### config.mk
export PLATFORM = sky130hd
export DESIGN_NAME = div_issue_sequencer_flat
export DESIGN_NICKNAME = d
export VERILOG_FILES = /design/src/rtl/div_issue_sequencer_pkg.sv /design/src/rtl/div_issue_sequencer_if.sv /design/src/rtl/div_issue_sequencer.sv /design/src/flat_wrapper.sv
export SDC_FILE = /design/constraint.sdc
export NUM_CORES = 1
export LEC_CHECK = 0
export CAP_MARGIN = 20
export CORE_MARGIN = 4
export CORE_UTILIZATION = 40
export DETAILED_ROUTE_END_ITERATION = 12
export PLACE_DENSITY_LB_ADDON = 0.25
export SYNTH_ARGS = -nofsm -noshare
export SYNTH_HDL_FRONTEND = slang
export SYNTH_SLANG_ARGS = --single-unit
### constraint.sdc
create_clock -name clk -period 3 [get_ports clk]
set_input_delay 0.3 -clock clk [delete_from_list [all_inputs] [get_ports clk]]
set_output_delay 0.3 -clock clk [all_outputs]
set_load 0.05 [all_outputs]
### src/rtl/div_issue_sequencer_pkg.sv
// Shared fixed-point constants and FSM encoding for the divider issue/collect stage.
// Q-format words: bits [N-1:SF_W] signed mantissa, [SF_W-1:0] scale factor.
package div_issue_sequencer_pkg;

    localparam int N      = 16;
    localparam int SF_W   = 3;
    localparam int OUT_SF = 3;

    typedef enum logic [1:0] {
        IDLE = 2'd0,
        LOAD = 2'd1,
        RUN  = 2'd2,
        DONE = 2'd3
    } seq_state_e;

    // Largest positive / most negative mantissa, tagged with the divider's output scale.
    localparam logic [N-1:0] SAT_POS = {1'b0, {(N-SF_W-1){1'b1}}, SF_W'(OUT_SF)};
    localparam logic [N-1:0] SAT_NEG = {1'b1, {(N-SF_W-1){1'b0}}, SF_W'(OUT_SF)};

    function automatic logic [N-1:0] sat_word(input logic sign);
        return sign ? SAT_NEG : SAT_POS;
    endfunction

endpackage

### src/rtl/div_issue_sequencer_if.sv
// Bundle of upstream request, divider-side and downstream result signals.
// master = the sequencer, slave = everything around it (source, divider, sink).
interface div_issue_sequencer_if;
    import div_issue_sequencer_pkg::*;

    logic         in_valid;
    logic         in_ready;
    logic [N-1:0] in_dividend;
    logic [N-1:0] in_divisor;

    logic         div_load;
    logic [N-1:0] div_dividend;
    logic [N-1:0] div_divisor;
    logic [N-1:0] div_q;
    logic         div_ready;
    logic         div_overflow;
    logic         div_dbz;

    logic         out_valid;
    logic         out_ready;
    logic [N-1:0] out_q;
    logic         out_overflow;
    logic         out_dbz;
    logic         out_timeout;

    modport master (
        input  in_valid, in_dividend, in_divisor,
        output in_ready,
        output div_load, div_dividend, div_divisor,
        input  div_q, div_ready, div_overflow, div_dbz,
        output out_valid, out_q, out_overflow, out_dbz, out_timeout,
        input  out_ready
    );

    modport slave (
        output in_valid, in_dividend, in_divisor,
        input  in_ready,
        input  div_load, div_dividend, div_divisor,
        output div_q, div_ready, div_overflow, div_dbz,
        input  out_valid, out_q, out_overflow, out_dbz, out_timeout,
        output out_ready
    );

endinterface

### src/rtl/div_issue_sequencer.sv
// Issue/collect sequencer for the Q-format divider: one request in flight, timeout guarded.
// Optional DIV_SAT_EN: saturate out_q on overflow / divide-by-zero.
module div_issue_sequencer
    import div_issue_sequencer_pkg::*;
#(
    parameter int TIMEOUT = 32,
    parameter int TW      = 6
) (
    input  logic                  clk,
    input  logic                  reset,
    div_issue_sequencer_if.master bus
);

    seq_state_e   state_q;
    logic         in_ready_q;
    logic         div_load_q;
    logic [N-1:0] dividend_q;
    logic [N-1:0] divisor_q;
    logic [TW-1:0] timer_q;
    logic [TW-1:0] timer_d;
    logic         timer_expired;
    logic         out_valid_q;
    logic [N-1:0] out_q_q;
    logic         out_overflow_q;
    logic         out_dbz_q;
    logic         out_timeout_q;
    logic [N-1:0] capture_q_d;

    assign timer_d       = timer_q + TW'(1);
    assign timer_expired = (timer_q == TW'(TIMEOUT - 1));

`ifdef DIV_SAT_EN
    logic sign_q;

    assign capture_q_d = (bus.div_dbz || bus.div_overflow) ? sat_word(sign_q) : bus.div_q;

    always_ff @(posedge clk or posedge reset) begin
        if (reset) begin
            sign_q <= 1'b0;
        end else if (state_q == IDLE && bus.in_valid && in_ready_q) begin
            sign_q <= bus.in_dividend[N-1] ^ bus.in_divisor[N-1];
        end
    end
`else
    assign capture_q_d = bus.div_q;
`endif

    // Reset leaves div_load high so the divider stays reinitialised until the first edge.
    always_ff @(posedge clk or posedge reset) begin
        if (reset) begin
            state_q        <= IDLE;
            in_ready_q     <= 1'b0;
            div_load_q     <= 1'b1;
            dividend_q     <= '0;
            divisor_q      <= '0;
            timer_q        <= '0;
            out_valid_q    <= 1'b0;
            out_q_q        <= '0;
            out_overflow_q <= 1'b0;
            out_dbz_q      <= 1'b0;
            out_timeout_q  <= 1'b0;
        end else begin
            case (state_q)
                IDLE: begin
                    div_load_q <= 1'b0;
                    if (bus.in_valid && in_ready_q) begin
                        dividend_q <= bus.in_dividend;
                        divisor_q  <= bus.in_divisor;
                        in_ready_q <= 1'b0;
                        div_load_q <= 1'b1;
                        state_q    <= LOAD;
                    end else begin
                        in_ready_q <= 1'b1;
                    end
                end
                LOAD: begin
                    div_load_q <= 1'b0;
                    timer_q    <= '0;
                    state_q    <= RUN;
                end
                RUN: begin
                    if (bus.div_ready) begin
                        out_q_q        <= capture_q_d;
                        out_dbz_q      <= bus.div_dbz;
                        out_overflow_q <= bus.div_overflow & ~bus.div_dbz;
                        out_timeout_q  <= 1'b0;
                        out_valid_q    <= 1'b1;
                        state_q        <= DONE;
                    end else if (timer_expired) begin
                        out_q_q        <= '0;
                        out_dbz_q      <= 1'b0;
                        out_overflow_q <= 1'b0;
                        out_timeout_q  <= 1'b1;
                        out_valid_q    <= 1'b1;
                        state_q        <= DONE;
                    end else begin
                        timer_q <= timer_d;
                    end
                end
                DONE: begin
                    // Handshake edge returns to IDLE with in_ready already set for the next cycle.
                    if (bus.out_ready) begin
                        out_valid_q <= 1'b0;
                        in_ready_q  <= 1'b1;
                        state_q     <= IDLE;
                    end
                end
                default: begin
                    state_q <= IDLE;
                end
            endcase
        end
    end

    assign bus.in_ready     = in_ready_q;
    assign bus.div_load     = div_load_q;
    assign bus.div_dividend = dividend_q;
    assign bus.div_divisor  = divisor_q;
    assign bus.out_valid    = out_valid_q;
    assign bus.out_q        = out_q_q;
    assign bus.out_overflow = out_overflow_q;
    assign bus.out_dbz      = out_dbz_q;
    assign bus.out_timeout  = out_timeout_q;

endmodule

### src/flat_wrapper.sv
// flat-port wrapper written by rule: the top's interface ports become plain ports
module div_issue_sequencer_flat import div_issue_sequencer_pkg::*;
#(
    parameter int TIMEOUT = 32,
    parameter int TW      = 6
)
  (clk, reset, bus_in_valid, bus_in_dividend, bus_in_divisor, bus_in_ready, bus_div_load, bus_div_dividend, bus_div_divisor, bus_div_q, bus_div_ready, bus_div_overflow, bus_div_dbz, bus_out_valid, bus_out_q, bus_out_overflow, bus_out_dbz, bus_out_timeout, bus_out_ready);
  div_issue_sequencer_if bus_i ();
  input  logic clk;
  input  logic reset;
  input wire logic [$bits(bus_i.in_valid)-1:0] bus_in_valid;
  input wire logic [$bits(bus_i.in_dividend)-1:0] bus_in_dividend;
  input wire logic [$bits(bus_i.in_divisor)-1:0] bus_in_divisor;
  output wire logic [$bits(bus_i.in_ready)-1:0] bus_in_ready;
  output wire logic [$bits(bus_i.div_load)-1:0] bus_div_load;
  output wire logic [$bits(bus_i.div_dividend)-1:0] bus_div_dividend;
  output wire logic [$bits(bus_i.div_divisor)-1:0] bus_div_divisor;
  input wire logic [$bits(bus_i.div_q)-1:0] bus_div_q;
  input wire logic [$bits(bus_i.div_ready)-1:0] bus_div_ready;
  input wire logic [$bits(bus_i.div_overflow)-1:0] bus_div_overflow;
  input wire logic [$bits(bus_i.div_dbz)-1:0] bus_div_dbz;
  output wire logic [$bits(bus_i.out_valid)-1:0] bus_out_valid;
  output wire logic [$bits(bus_i.out_q)-1:0] bus_out_q;
  output wire logic [$bits(bus_i.out_overflow)-1:0] bus_out_overflow;
  output wire logic [$bits(bus_i.out_dbz)-1:0] bus_out_dbz;
  output wire logic [$bits(bus_i.out_timeout)-1:0] bus_out_timeout;
  input wire logic [$bits(bus_i.out_ready)-1:0] bus_out_ready;
  assign bus_i.in_valid = bus_in_valid;
  assign bus_i.in_dividend = bus_in_dividend;
  assign bus_i.in_divisor = bus_in_divisor;
  assign bus_in_ready = bus_i.in_ready;
  assign bus_div_load = bus_i.div_load;
  assign bus_div_dividend = bus_i.div_dividend;
  assign bus_div_divisor = bus_i.div_divisor;
  assign bus_i.div_q = bus_div_q;
  assign bus_i.div_ready = bus_div_ready;
  assign bus_i.div_overflow = bus_div_overflow;
  assign bus_i.div_dbz = bus_div_dbz;
  assign bus_out_valid = bus_i.out_valid;
  assign bus_out_q = bus_i.out_q;
  assign bus_out_overflow = bus_i.out_overflow;
  assign bus_out_dbz = bus_i.out_dbz;
  assign bus_out_timeout = bus_i.out_timeout;
  assign bus_i.out_ready = bus_out_ready;
  div_issue_sequencer #(.TIMEOUT(TIMEOUT), .TW(TW)) u_core (.clk(clk), .reset(reset), .bus(bus_i));
endmodule
==> flow_summary_export.csv <==
group,metric,value,unit
sta,fin_setup_tns,0,ns
clock_network,cts_tree,"done",
cells_and_area,drive_above_1_share,0.1627,
synthesis,synthMuxAreaShare,0.1435,
global_routing,grt_pass1_vias,2098,
setup_path,cp-start-kind,"flop",
synthesis,synth_area_leader_cell,"dfrtp_1",
setup_path,cpMaxStageDelayCell,"clkdlybuf4s50_1",
clock_network,clkSinkCount,62,
synthesis,synth_fa_ha_area_frac,0.02900,
synthesis,synth.area.top_cells,"dfrtp_1 59%, mux2_2 14%, nand2_1 5.5%",
setup_path,reg2reg_from,"u_core.state_q[0]",
synthesis,ys_ff_latch,62,
clock_network,path_clk_slew,0.06,ns
sta,tightest_slew,0.6670,ns
die,fp.dieW,88.45,um
cells_and_area,area_delta_synth_final,51.52,%
sta,hold_viol,0,
drt,wl_per_cell,14.62,um
setup_path,cpPeakStageDelay,0.81,ns
clock_network,root_buffer,"clkbuf_8",
drt,first_iter_violations,49,
clock_network,cts_buffers,9,
synthesis,yosys_warnings,0,
drt,routed_wl,5.979,mm
synthesis,synth_top_cell_area_share,0.5897,
synthesis,netlist_instances,213,
die,rows,29,
clock_network,ctsHoldBuffers,0,
drt,drtAntennaViolNets,0,
setup_path,cp-end-kind,"primary output",
clock_network,h-tree-depth,3,
setup_path,crit_family,"buffers and inverters",
placement,hpwl,4.412,mm
setup_path,crit_chain,"clkdlybuf4s50_1",
clock_network,post_cts_resized,0,
synthesis,synthXorXnorAreaFrac,0,
sta,slew-limit-headroom,0.5553,
sta,worst_hold_slack,0.3433,ns
sta,setup_ws,1.043,ns
placement,preCtsSetupSlack,1.154,ns
sta,rsz0062_at_grt,"no",
power_and_ir_drop,worst_ir_drop_vdd,0.8446,mV
setup_path,cp_num_buf_inv,1,
synthesis,yosysSeqAreaShare,0.5998,
die,dieArea,0.007823,sq mm
synthesis,synth.avg_cell_area,12.15,sq um
cells_and_area,nNetsFinal,388,
synthesis,synth_edf_count,0,
setup_path,arrival,1.66,ns
cells_and_area,antenna_cells,0,
sta,min_period,1.957,ns
synthesis,ys_types,35,
setup_path,worstSetupPathType,"flop to primary output",
die,core_area,0.006314,sq mm
drt,viasPerCell,4.912,
status,status,"finished clean",
drt,drc,0,
global_routing,grt.total_usage,0.1597,
global_routing,grt_max_degree,63,
run,cap_violations,0,
setup_path,critPathMaxFanout,2,
setup_path,startpoint,"u_core.bus.div_load",
synthesis,synth.net_count,274,
synthesis,syn-cell-area,0.002589,sq mm
clock_network,postCtsSetupBuffers,0,
synthesis,synth_flop_cell,"dfrtp_1",
global_routing,grt_pass1_wl,9.459,mm
global_routing,antenna_found_initial,0,
worst_hold_path,holdCritPathClass,"primary input to asynchronous set/reset pin",
sta,timing.final.crit_share,0.6523,
power_and_ir_drop,p_per_area,1226,mW/mm^2
synthesis,synth_simple_gate_area_frac,0.1039,
die,die_h,88.45,um
synthesis,synthTopCellsByCount,"61 x dfrtp_1, 38 x nand2_1, 33 x mux2_2, 14 x o21ai_0, 9 x o21ai_1",
sta,max_freq,0.5110,GHz
clock_network,clockBufferDepth,2,
sta,report.final.slew_viol_count,0,
die,initial_core_util,0.4100,
power_and_ir_drop,p_leak,1.704,nW
die,io_pins,109,
cells_and_area,design_area,0.003923,sq mm
placement,dpl_cell_area,0.003755,sq mm
placement,port_buffers,108,
global_routing,grt-ovfl-total,0,
setup_path,cp.required,2.70,ns
sta,setup_violations,0,
synthesis,synth_top_family_by_area,"multiplexers",
synthesis,synth_most_common_cell,"dfrtp_1",
synthesis,async_reset_ff_frac,1.000,
clock_network,clk_latency,0.33,ns
synthesis,synth-compound-area-share,0.09860,
drt,drtPass1Iterations,4,
drt,vias,2009,
placement,place.gp.congestion,0.8019,
cells_and_area,final.fill_count,527,
sta,skew,0.007359,ns
metal layers:
metal  share of wire  vias to the layer above  global-route usage
met5               0                        -                   0
met4           0.021                        0             0.08654
met3            0.11                       12             0.05680
met2            0.45                       87              0.2495
met1            0.42                      941              0.1935
li1                -                      969                   -
state kept, by name (all words and copies together) (netlist names):
| signal | count |
|---|---|
| u_core.bus.div_dividend | 16 |
| u_core.bus.div_divisor | 16 |
| u_core.bus.div_load | 1 |
| u_core.bus.in_ready | 1 |
| u_core.bus.out_dbz | 1 |
| u_core.bus.out_overflow | 1 |
| u_core.bus.out_q | 16 |
| u_core.bus.out_timeout | 1 |
| u_core.bus.out_valid | 1 |
| u_core.state_q | 2 |
| u_core.timer_q | 6 |
power by group:
group | total [mW] | leakage (nW) | internal, mW | switching (mW)
Clock | 0.620 | 0.0861 | 0.318 | 0.302
Sequential | 1.42 | 0.760 | 1.22 | 0.199
Combinational | 2.77 | 0.858 | 1.00 | 1.77
worst paths after layout:
check / endpoint / cells after the start / slack [ns]
setup / recovery: bus_div_load / 1 / 1.04
hold / removal: u_core.bus.out_q[13] / 3 / 0.34
setup reg to reg: u_core.bus.div_dividend[8] / 5 / 1.17
hold reg to reg: u_core.bus.div_load / 2 / 0.48
max in group asynchronous: u_core.bus.div_load / 3 / 2.33
min in group clk: u_core.bus.div_load / 2 / 0.48
layout by cell type, fill, tap and decap left out, types with 3 or more instances in the layout:
master	n
ha_1	6
nor2_1	4
o21ai_0	14
inv_1	4
nand2_1	38
clkinv_2	3
clkbuf_8	10
dfrtp_1	61
a21oi_1	7
o21ai_1	9
mux2_2	33
clkdlybuf4s50_1	108
per-stage QoR:
stage          utilization  cells  total power, mW
6_report            0.6213    409            4.809
5_1_grt             0.6213    409            5.081
4_1_cts             0.6213    409            4.868
3_5_place_dp        0.5947    393            4.233
3_3_place_gp        0.5947    393            4.172
2_1_floorplan            -    213            3.275
worst min-delay path: stages:
cell and delay [ns]:
clkdlybuf4s50_1 0.41, inv_2 0.07, buf_12 0.28
area by class of cell:
cell class / count / area [sq um] / area share
clock buffer: 12 / 145.1 / 0.03700
clock inverter: 4 / 22.52 / 0.005742
tap: 77 / 96.34 / 0.02456
inverter: 5 / 18.77 / 0.004785
timing repair buffer: 111 / 1116 / 0.2845
multi-input combinational: 138 / 970.9 / 0.2475
sequential: 62 / 1553 / 0.3959
cell families after synthesis:
group | count (synthesis)
adder cells (fa/ha/maj) | 6
flip-flops | 62
buffers and inverters | 13
AND/OR/NAND/NOR | 56
multiplexers | 33
AO/OA/AOI/OAI | 43
No activity file was read; power rests on OpenSTA's default activity.
